$ cat src/rtl/icache_ctrl_mb_pkg.sv
// Shared register offsets, FSM state type and constants for the multi-bank icache controller.
package icache_ctrl_mb_pkg;

    // Word offsets, i.e. add[7:2]
    localparam logic [5:0] REG_ENABLE    = 6'h00;
    localparam logic [5:0] REG_FLUSH     = 6'h01;
    localparam logic [5:0] REG_SEL_FLUSH = 6'h02;
    localparam logic [5:0] REG_STATUS    = 6'h03;
    localparam logic [5:0] REG_CLEAR     = 6'h04;
    localparam logic [5:0] REG_CNT_EN    = 6'h05;

    localparam logic [1:0] REG_HIT_PAGE   = 2'b01;
    localparam logic [1:0] REG_TRANS_PAGE = 2'b10;

    localparam logic [31:0] BADD_DATA = 32'hBADD_A555;

    typedef enum logic [2:0] {
        IDLE,
        WAIT_BYP,
        WAIT_FL,
        WAIT_SEL,
        DONE
    } state_e;

endpackage

$ cat src/rtl/icache_ctrl_unit_mb_if.sv
// Peripheral slave bus used by the icache controller.
// Handshake: a request is accepted on a rising edge where req and gnt are both 1; exactly one
// r_valid pulse (carrying the accepted id in r_id) follows each accepted request.
interface icache_ctrl_unit_mb_if #(
    parameter int ID_WIDTH = 9
) ();
    logic                req;
    logic [31:0]         add;
    logic                wen;
    logic [31:0]         wdata;
    logic [3:0]          be;
    logic [ID_WIDTH-1:0] id;
    logic                gnt;
    logic                r_valid;
    logic                r_opc;
    logic [ID_WIDTH-1:0] r_id;
    logic [31:0]         r_rdata;

    modport master (
        output req, add, wen, wdata, be, id,
        input  gnt, r_valid, r_opc, r_id, r_rdata
    );

    modport slave (
        input  req, add, wen, wdata, be, id,
        output gnt, r_valid, r_opc, r_id, r_rdata
    );
endinterface

$ cat src/rtl/icache_stat_cnt_bank.sv
// Per-core saturating hit and transaction counters with synchronous clear and a core-indexed read mux.
module icache_stat_cnt_bank #(
    parameter int NB_CORES  = 8,
    parameter int CNT_WIDTH = 32
) (
    input  logic                clk_i,
    input  logic                rst_ni,
    input  logic                clear,
    input  logic                enable,
    input  logic [NB_CORES-1:0] hit_evt,
    input  logic [NB_CORES-1:0] trans_evt,
    input  logic [3:0]          rd_core,
    output logic [31:0]         hit_rdata,
    output logic [31:0]         trans_rdata
);
    localparam logic [CNT_WIDTH-1:0] CNT_MAX = '1;

    logic [CNT_WIDTH-1:0] hit_cnt   [NB_CORES];
    logic [CNT_WIDTH-1:0] trans_cnt [NB_CORES];

    // Clear has priority so an event in the clearing cycle is dropped
    always_ff @(posedge clk_i or negedge rst_ni) begin
        if (!rst_ni) begin
            for (int c = 0; c < NB_CORES; c++) begin
                hit_cnt[c]   <= '0;
                trans_cnt[c] <= '0;
            end
        end else if (clear) begin
            for (int c = 0; c < NB_CORES; c++) begin
                hit_cnt[c]   <= '0;
                trans_cnt[c] <= '0;
            end
        end else if (enable) begin
            for (int c = 0; c < NB_CORES; c++) begin
                if (hit_evt[c] && hit_cnt[c] != CNT_MAX) begin
                    hit_cnt[c] <= hit_cnt[c] + CNT_WIDTH'(1);
                end
                if (trans_evt[c] && trans_cnt[c] != CNT_MAX) begin
                    trans_cnt[c] <= trans_cnt[c] + CNT_WIDTH'(1);
                end
            end
        end
    end

    always_comb begin
        hit_rdata   = '0;
        trans_rdata = '0;
        for (int c = 0; c < NB_CORES; c++) begin
            if (rd_core == 4'(c)) begin
                hit_rdata   = 32'(hit_cnt[c]);
                trans_rdata = 32'(trans_cnt[c]);
            end
        end
    end
endmodule

$ cat src/rtl/icache_ctrl_unit_mb.sv
// Multi-bank icache control unit: bank enable/flush handshakes, selective flush and per-core counters
// behind a 32-bit peripheral slave port.
module icache_ctrl_unit_mb
    import icache_ctrl_mb_pkg::*;
#(
    parameter int NB_BANKS  = 8,
    parameter int NB_CORES  = 8,
    parameter int ID_WIDTH  = 9,
    parameter int CNT_WIDTH = 32
) (
    input  logic                  clk_i,
    input  logic                  rst_ni,
    icache_ctrl_unit_mb_if.slave  bus,
    output logic [NB_BANKS-1:0]   bypass_req_o,
    input  logic [NB_BANKS-1:0]   bypass_ack_i,
    output logic [NB_BANKS-1:0]   flush_req_o,
    input  logic [NB_BANKS-1:0]   flush_ack_i,
    output logic                  sel_flush_req_o,
    output logic [31:0]           sel_flush_addr_o,
    input  logic                  sel_flush_ack_i,
    input  logic [NB_CORES-1:0]   hit_evt_i,
    input  logic [NB_CORES-1:0]   trans_evt_i,
    output state_e                state_dbg
);
    state_e               state;
    logic [NB_BANKS-1:0]  en_mask;
    logic [NB_BANKS-1:0]  pending;
    logic [NB_BANKS-1:0]  pending_next;
    logic [NB_BANKS-1:0]  status;
    logic                 cnt_en;
    logic                 r_valid_q;
    logic                 r_opc_q;
    logic [ID_WIDTH-1:0]  r_id_q;
    logic [31:0]          r_rdata_q;
    logic [31:0]          rd_word;
    logic [31:0]          hit_rdata;
    logic [31:0]          trans_rdata;
    logic [5:0]           idx;
    logic [3:0]           core;
    logic                 core_ok;
    logic                 is_hit;
    logic                 is_trans;
    logic                 grant;
    logic                 clear_cnt;
    logic                 unused_bits;

    assign idx          = bus.add[7:2];
    assign core         = idx[3:0];
    assign core_ok      = int'(core) < NB_CORES;
    assign is_hit       = (idx[5:4] == REG_HIT_PAGE) && core_ok;
    assign is_trans     = (idx[5:4] == REG_TRANS_PAGE) && core_ok;
    assign grant        = bus.req && (state == IDLE);
    assign clear_cnt    = grant && !bus.wen && (idx == REG_CLEAR);
    assign status       = ~bypass_ack_i;
    assign pending_next = pending & ~flush_ack_i;
    assign unused_bits  = ^{bus.be, bus.add[31:8], bus.add[1:0]};

    assign bus.gnt     = grant;
    assign bus.r_valid = r_valid_q;
    assign bus.r_opc   = r_opc_q;
    assign bus.r_id    = r_id_q;
    assign bus.r_rdata = r_rdata_q;
    assign state_dbg   = state;

    always_comb begin
        rd_word = BADD_DATA;
        if (is_hit) begin
            rd_word = hit_rdata;
        end else if (is_trans) begin
            rd_word = trans_rdata;
        end else begin
            case (idx)
                REG_ENABLE: rd_word = 32'(en_mask);
                REG_STATUS: rd_word = 32'(status);
                REG_CNT_EN: rd_word = {31'b0, cnt_en};
                default:    rd_word = BADD_DATA;
            endcase
        end
    end

    // Single-cycle accesses answer straight from IDLE; handshake writes answer via DONE
    always_ff @(posedge clk_i or negedge rst_ni) begin
        if (!rst_ni) begin
            state            <= IDLE;
            en_mask          <= '0;
            bypass_req_o     <= '1;
            flush_req_o      <= '0;
            pending          <= '0;
            sel_flush_req_o  <= 1'b0;
            sel_flush_addr_o <= '0;
            cnt_en           <= 1'b0;
            r_valid_q        <= 1'b0;
            r_opc_q          <= 1'b0;
            r_id_q           <= '0;
            r_rdata_q        <= '0;
        end else begin
            r_valid_q <= 1'b0;
            case (state)
                IDLE: begin
                    if (grant) begin
                        r_id_q <= bus.id;
                        if (bus.wen) begin
                            r_valid_q <= 1'b1;
                            r_opc_q   <= 1'b0;
                            r_rdata_q <= rd_word;
                        end else begin
                            r_rdata_q <= '0;
                            case (idx)
                                REG_ENABLE: begin
                                    en_mask      <= bus.wdata[NB_BANKS-1:0];
                                    bypass_req_o <= ~bus.wdata[NB_BANKS-1:0];
                                    state        <= WAIT_BYP;
                                end
                                REG_FLUSH: begin
                                    flush_req_o <= bus.wdata[NB_BANKS-1:0];
                                    pending     <= bus.wdata[NB_BANKS-1:0];
                                    state       <= WAIT_FL;
                                end
                                REG_SEL_FLUSH: begin
                                    sel_flush_addr_o <= bus.wdata;
                                    sel_flush_req_o  <= 1'b1;
                                    state            <= WAIT_SEL;
                                end
                                REG_CLEAR: begin
                                    r_valid_q <= 1'b1;
                                    r_opc_q   <= 1'b0;
                                end
                                REG_CNT_EN: begin
                                    cnt_en    <= bus.wdata[0];
                                    r_valid_q <= 1'b1;
                                    r_opc_q   <= 1'b0;
                                end
                                default: begin
                                    r_valid_q <= 1'b1;
                                    r_opc_q   <= 1'b1;
                                end
                            endcase
                        end
                    end
                end
                WAIT_BYP: begin
                    if (bypass_ack_i == bypass_req_o) begin
                        state     <= DONE;
                        r_valid_q <= 1'b1;
                        r_opc_q   <= 1'b0;
                    end
                end
                WAIT_FL: begin
                    flush_req_o <= flush_req_o & ~flush_ack_i;
                    pending     <= pending_next;
                    if (pending_next == '0) begin
                        state     <= DONE;
                        r_valid_q <= 1'b1;
                        r_opc_q   <= 1'b0;
                    end
                end
                WAIT_SEL: begin
                    if (sel_flush_ack_i) begin
                        sel_flush_req_o <= 1'b0;
                        state           <= DONE;
                        r_valid_q       <= 1'b1;
                        r_opc_q         <= 1'b0;
                    end
                end
                DONE:    state <= IDLE;
                default: state <= IDLE;
            endcase
        end
    end

    icache_stat_cnt_bank #(
        .NB_CORES  (NB_CORES),
        .CNT_WIDTH (CNT_WIDTH)
    ) u_cnt (
        .clk_i       (clk_i),
        .rst_ni      (rst_ni),
        .clear       (clear_cnt),
        .enable      (cnt_en),
        .hit_evt     (hit_evt_i),
        .trans_evt   (trans_evt_i),
        .rd_core     (core),
        .hit_rdata   (hit_rdata),
        .trans_rdata (trans_rdata)
    );
endmodule

$ cat src/flat_wrapper.sv
// flat-port wrapper written by rule: the top's interface ports become plain ports
module icache_ctrl_unit_mb_flat import icache_ctrl_mb_pkg::*;
#(
    parameter int NB_BANKS  = 8,
    parameter int NB_CORES  = 8,
    parameter int ID_WIDTH  = 9,
    parameter int CNT_WIDTH = 32
)
  (clk_i, rst_ni, bypass_req_o, bypass_ack_i, flush_req_o, flush_ack_i, sel_flush_req_o, sel_flush_addr_o, sel_flush_ack_i, hit_evt_i, trans_evt_i, state_dbg, bus_req, bus_add, bus_wen, bus_wdata, bus_be, bus_id, bus_gnt, bus_r_valid, bus_r_opc, bus_r_id, bus_r_rdata);
  icache_ctrl_unit_mb_if #(.ID_WIDTH(ID_WIDTH)) bus_i ();
  input  logic clk_i;
  input  logic rst_ni;
  output logic [NB_BANKS-1:0] bypass_req_o;
  input  logic [NB_BANKS-1:0] bypass_ack_i;
  output logic [NB_BANKS-1:0] flush_req_o;
  input  logic [NB_BANKS-1:0] flush_ack_i;
  output logic sel_flush_req_o;
  output logic [31:0] sel_flush_addr_o;
  input  logic sel_flush_ack_i;
  input  logic [NB_CORES-1:0] hit_evt_i;
  input  logic [NB_CORES-1:0] trans_evt_i;
  output state_e state_dbg;
  input wire logic [$bits(bus_i.req)-1:0] bus_req;
  input wire logic [$bits(bus_i.add)-1:0] bus_add;
  input wire logic [$bits(bus_i.wen)-1:0] bus_wen;
  input wire logic [$bits(bus_i.wdata)-1:0] bus_wdata;
  input wire logic [$bits(bus_i.be)-1:0] bus_be;
  input wire logic [$bits(bus_i.id)-1:0] bus_id;
  output wire logic [$bits(bus_i.gnt)-1:0] bus_gnt;
  output wire logic [$bits(bus_i.r_valid)-1:0] bus_r_valid;
  output wire logic [$bits(bus_i.r_opc)-1:0] bus_r_opc;
  output wire logic [$bits(bus_i.r_id)-1:0] bus_r_id;
  output wire logic [$bits(bus_i.r_rdata)-1:0] bus_r_rdata;
  assign bus_i.req = bus_req;
  assign bus_i.add = bus_add;
  assign bus_i.wen = bus_wen;
  assign bus_i.wdata = bus_wdata;
  assign bus_i.be = bus_be;
  assign bus_i.id = bus_id;
  assign bus_gnt = bus_i.gnt;
  assign bus_r_valid = bus_i.r_valid;
  assign bus_r_opc = bus_i.r_opc;
  assign bus_r_id = bus_i.r_id;
  assign bus_r_rdata = bus_i.r_rdata;
  icache_ctrl_unit_mb #(.NB_BANKS(NB_BANKS), .NB_CORES(NB_CORES), .ID_WIDTH(ID_WIDTH), .CNT_WIDTH(CNT_WIDTH)) u_core (.clk_i(clk_i), .rst_ni(rst_ni), .bus(bus_i), .bypass_req_o(bypass_req_o), .bypass_ack_i(bypass_ack_i), .flush_req_o(flush_req_o), .flush_ack_i(flush_ack_i), .sel_flush_req_o(sel_flush_req_o), .sel_flush_addr_o(sel_flush_addr_o), .sel_flush_ack_i(sel_flush_ack_i), .hit_evt_i(hit_evt_i), .trans_evt_i(trans_evt_i), .state_dbg(state_dbg));
endmodule
$ cat config.mk
export PLATFORM = sky130hd
export DESIGN_NAME = icache_ctrl_unit_mb_flat
export DESIGN_NICKNAME = d
export VERILOG_FILES = /design/src/rtl/icache_ctrl_mb_pkg.sv /design/src/rtl/icache_ctrl_unit_mb_if.sv /design/src/rtl/icache_stat_cnt_bank.sv /design/src/rtl/icache_ctrl_unit_mb.sv /design/src/flat_wrapper.sv
export SDC_FILE = /design/constraint.sdc
export NUM_CORES = 2
export LEC_CHECK = 0
export CORE_ASPECT_RATIO = 0.75
export CORE_MARGIN = 2
export CORE_UTILIZATION = 54
export CTS_CLUSTER_SIZE = 28
export DETAILED_ROUTE_END_ITERATION = 12
export PLACE_DENSITY = 0.74
export SKIP_LAST_GASP = 1
export SYNTH_ARGS = -nofsm -noshare
export SYNTH_HDL_FRONTEND = slang
export SYNTH_SLANG_ARGS = --single-unit
$ cat constraint.sdc
create_clock -name clk_i -period 3 [get_ports clk_i]
set_clock_uncertainty 0.05 [all_clocks]
set_input_delay 0.9 -clock clk_i [delete_from_list [all_inputs] [get_ports clk_i]]
set_output_delay 0.9 -clock clk_i [all_outputs]
set_load 0.01 [all_outputs]
==> reports/qor.yml <==
period_share_pct: 105
r2r_cells: 6
hold_path_class: "in -> async"
drive_gt1_share_pct: 14.3
drc: 0
finalHoldViolCount: 0
cp.required_ns: 3.47
rr_startpoint: "u_core.u_cnt.hit_cnt[144]"
cts_tree: "built"
grt_max_degree: 98
period_minus_slack_ns: 3.16
violations: "negative setup slack"
die_area_mm2: 0.0679
coreArea_mm2: 0.0652
ff_latch_area_mm2: 0.0156
port_buffers: 179
htree_levels: 3
rows: 81
grt_usage_pct: 38.2
dr.pass1.iters: 8
synth_commonest_cells: "dfrtp_1, nor2_1, nand2_1"
syn2layout_area_growth_pct: 21.7
power_mw: 21.1
maxSlewViolCount: 0
yosys-top-cells-area: "dfrtp_1, xor2_1, nor2_1"
grt_first_pass_wirelength_mm: 196
rsz0062_at_grt: "no"
finalWirelength_mm: 129
clockBufferDepth: 3
async_reset_ff_share_pct: 100
ys_seq_elements: 624
fp.dieW_um: 300
ioPinCount: 210
r2r_end: "u_core.bus.r_rdata[16]"
ys.flop_type: "dfrtp_1"
cts-root-buf: "clkbuf_16"
worst_pin_slew_ns: 1.39
power.density_mw_per_mm2: 489
rrSetupSlack_ns: 0.02
grt_overflow: 0
antenna_found_initial: 6
preCtsSetupSlack_ns: -0.477
drt_iter0_drc: 4808
insertion_delay_ns: 0.63
initial_core_util_pct: 54.5
worstPathMaxFanout: 13
syn-instance-count: 3918
yosysSeqAreaShare_pct: 44.0
dp_hpwl_mm: 98.4
start_kind: "input pin"
vias: 33800
utilization_pct: 66.3
synth_fp_nets: 4048
drt-wirelength-per-cell_um: 24.5
yosys_warnings: 0
nets: 4470
postRouteAntennaNets: 0
multiInputGateArea_mm2: 0.0189
status: "complete, but fails checks"
arrival_ns: 3.63
maxCapViolations: 0
max_slew_margin_pct: 5.02
synth.top_cell.area_share_pct: 43.4
ir_worst_vdd_uv: 477
fp.dieH_um: 226
setup_violations: 1
synth.distinct_cells: 94
drt-vias-per-instance: 6.41
clkTransAtPathRegs_ns: 0.06
synth.largest_area_cell: "dfrtp_1"
syn_area_mm2: 0.0355
worst-setup-path-type: "in -> reg"
endpoint_kind: "flop"
place_congestion: 1.07
clkSinkCount: 624
synth_area_per_cell_um2: 9.07
clock.fmax_mhz: 317
synth_edf_count: 0
tritoncts.num_buffers: 66
yosysMostFrequentCell: "dfrtp_1"
p_leak_nw: 18.7
grt_pass1_vias: 31000
fin_ws_ns: -0.157
fillers: 5236
[state kept, by name, indices dropped and copies added (netlist names)]
| name | cells |
|---|---|
| u_core.en_mask | 8 |
| u_core.u_cnt.hit_cnt | 256 |
| u_core.sel_flush_addr_o | 32 |
| u_core.flush_req_o | 8 |
| u_core.sel_flush_req_o | 1 |
| u_core.cnt_en | 1 |
| u_core.state_dbg | 3 |
| u_core.pending | 8 |
| u_core.bus.r_valid | 1 |
| u_core.u_cnt.trans_cnt | 256 |
| u_core.bus.r_opc | 1 |
| u_core.bypass_req_o | 8 |
| u_core.bus.r_id | 9 |
| u_core.bus.r_rdata | 32 |
[critical path, stage by stage]
cell and delay [ns]:
buf_6 0.16, buf_4 0.19, mux2_2 0.35, a22oi_1 0.43, nor2_1 0.14, a2111oi_0 0.75, buf_4 0.23, o21ai_0 0.17
a32o_1 0.30
[repair_timing]
item                                    CTS  global route
gates resized for setup                   1             1
hold buffers                              0             0
endpoints found under the setup margin    1             4
setup buffers                             0             0
[layout by cell type, fill, tap and decap left out, types with 29 or more instances in the layout]
master,n
clkbuf_16,67
buf_4,336
or3_1,70
mux2_2,66
buf_12,37
mux2i_1,73
a22oi_1,29
a221oi_1,29
inv_1,53
and4_1,56
xor2_1,263
nand2_1,345
nor3_1,97
o21ai_0,161
nand3_1,228
nor4_1,52
a21oi_1,159
nor2_1,562
nand4_1,181
xnor2_1,165
and2_1,46
dfrtp_1,615
and3_1,82
clkdlybuf4s50_1,173
[through the flow]
stage	TNS (ns)	hold WS, ns	cell area [µm²]	cells
floorplan	0	0.416	35500	3918
global placement	-66.86	0.408	40900	5143
detailed placement	-65.94	0.417	40900	5143
CTS	0	0.185	43200	5263
global route	0	0.203	43200	5263
finish	-0.157	0.199	43200	5264
[kinds of logic (layout without fill, tap and decap cells)]
logic type / Yosys count / after routing / share of synthesized area [%]
AND/OR/NAND/NOR: 1826 / 1826 / 25.6
flip-flops: 624 / 624 / 44.0
AO/OA/AOI/OAI: 622 / 622 / 11.5
XOR/XNOR: 428 / 428 / 10.6
buffers and inverters: 252 / 726 / 2.92
multiplexers: 150 / 150 / 4.85
adder cells (fa/ha/maj): 16 / 16 / 0.564
other: 0 / 1 / 0
[how the worst max path moves through the flow]
| stage | from | end | depth (start not counted) | slack [ns] |
|---|---|---|---|---|
| finish | bus_add[2] | u_core.bus.r_rdata[22] | 9 | -0.16 |
| global route | bus_req | bus_gnt | 4 | 0.09 |
| CTS | bus_req | bus_gnt | 4 | 0.15 |
| detailed placement | bus_add[2] | u_core.bus.r_rdata[22] | 9 | -0.48 |
| global placement | bus_add[2] | u_core.bus.r_rdata[16] | 7 | -0.46 |
| floorplan | bus_add[3] | u_core.u_cnt.trans_cnt[31] | 8 | 0.23 |
[per-layer routing]
metal	GRT usage, %	vias to the layer above	wire, µm
met5	0	-	52
met4	9.74	8	3330
met3	14.7	263	19300
met2	51.4	2020	51900
met1	56.9	16500	54600
li1	-	15000	-
[final cells by class]
cell class	count	share of cell area (%)
inverter	55	0.478
tap	871	2.52
clock inverter	27	0.903
timing repair buffer	551	11.7
antenna	1	0.00579
sequential	624	36.1
multi-input combinational	3042	43.7
clock buffer	93	4.57
[power by group]
group | switching [mW] | internal [mW] | total, mW
combinational | 1.38 | 1.20 | 2.58
sequential | 0.661 | 8.88 | 9.54
clock | 3.69 | 5.32 | 9.01
total | 5.73 | 15.4 | 21.1
Power figures use the tool's default switching activity.
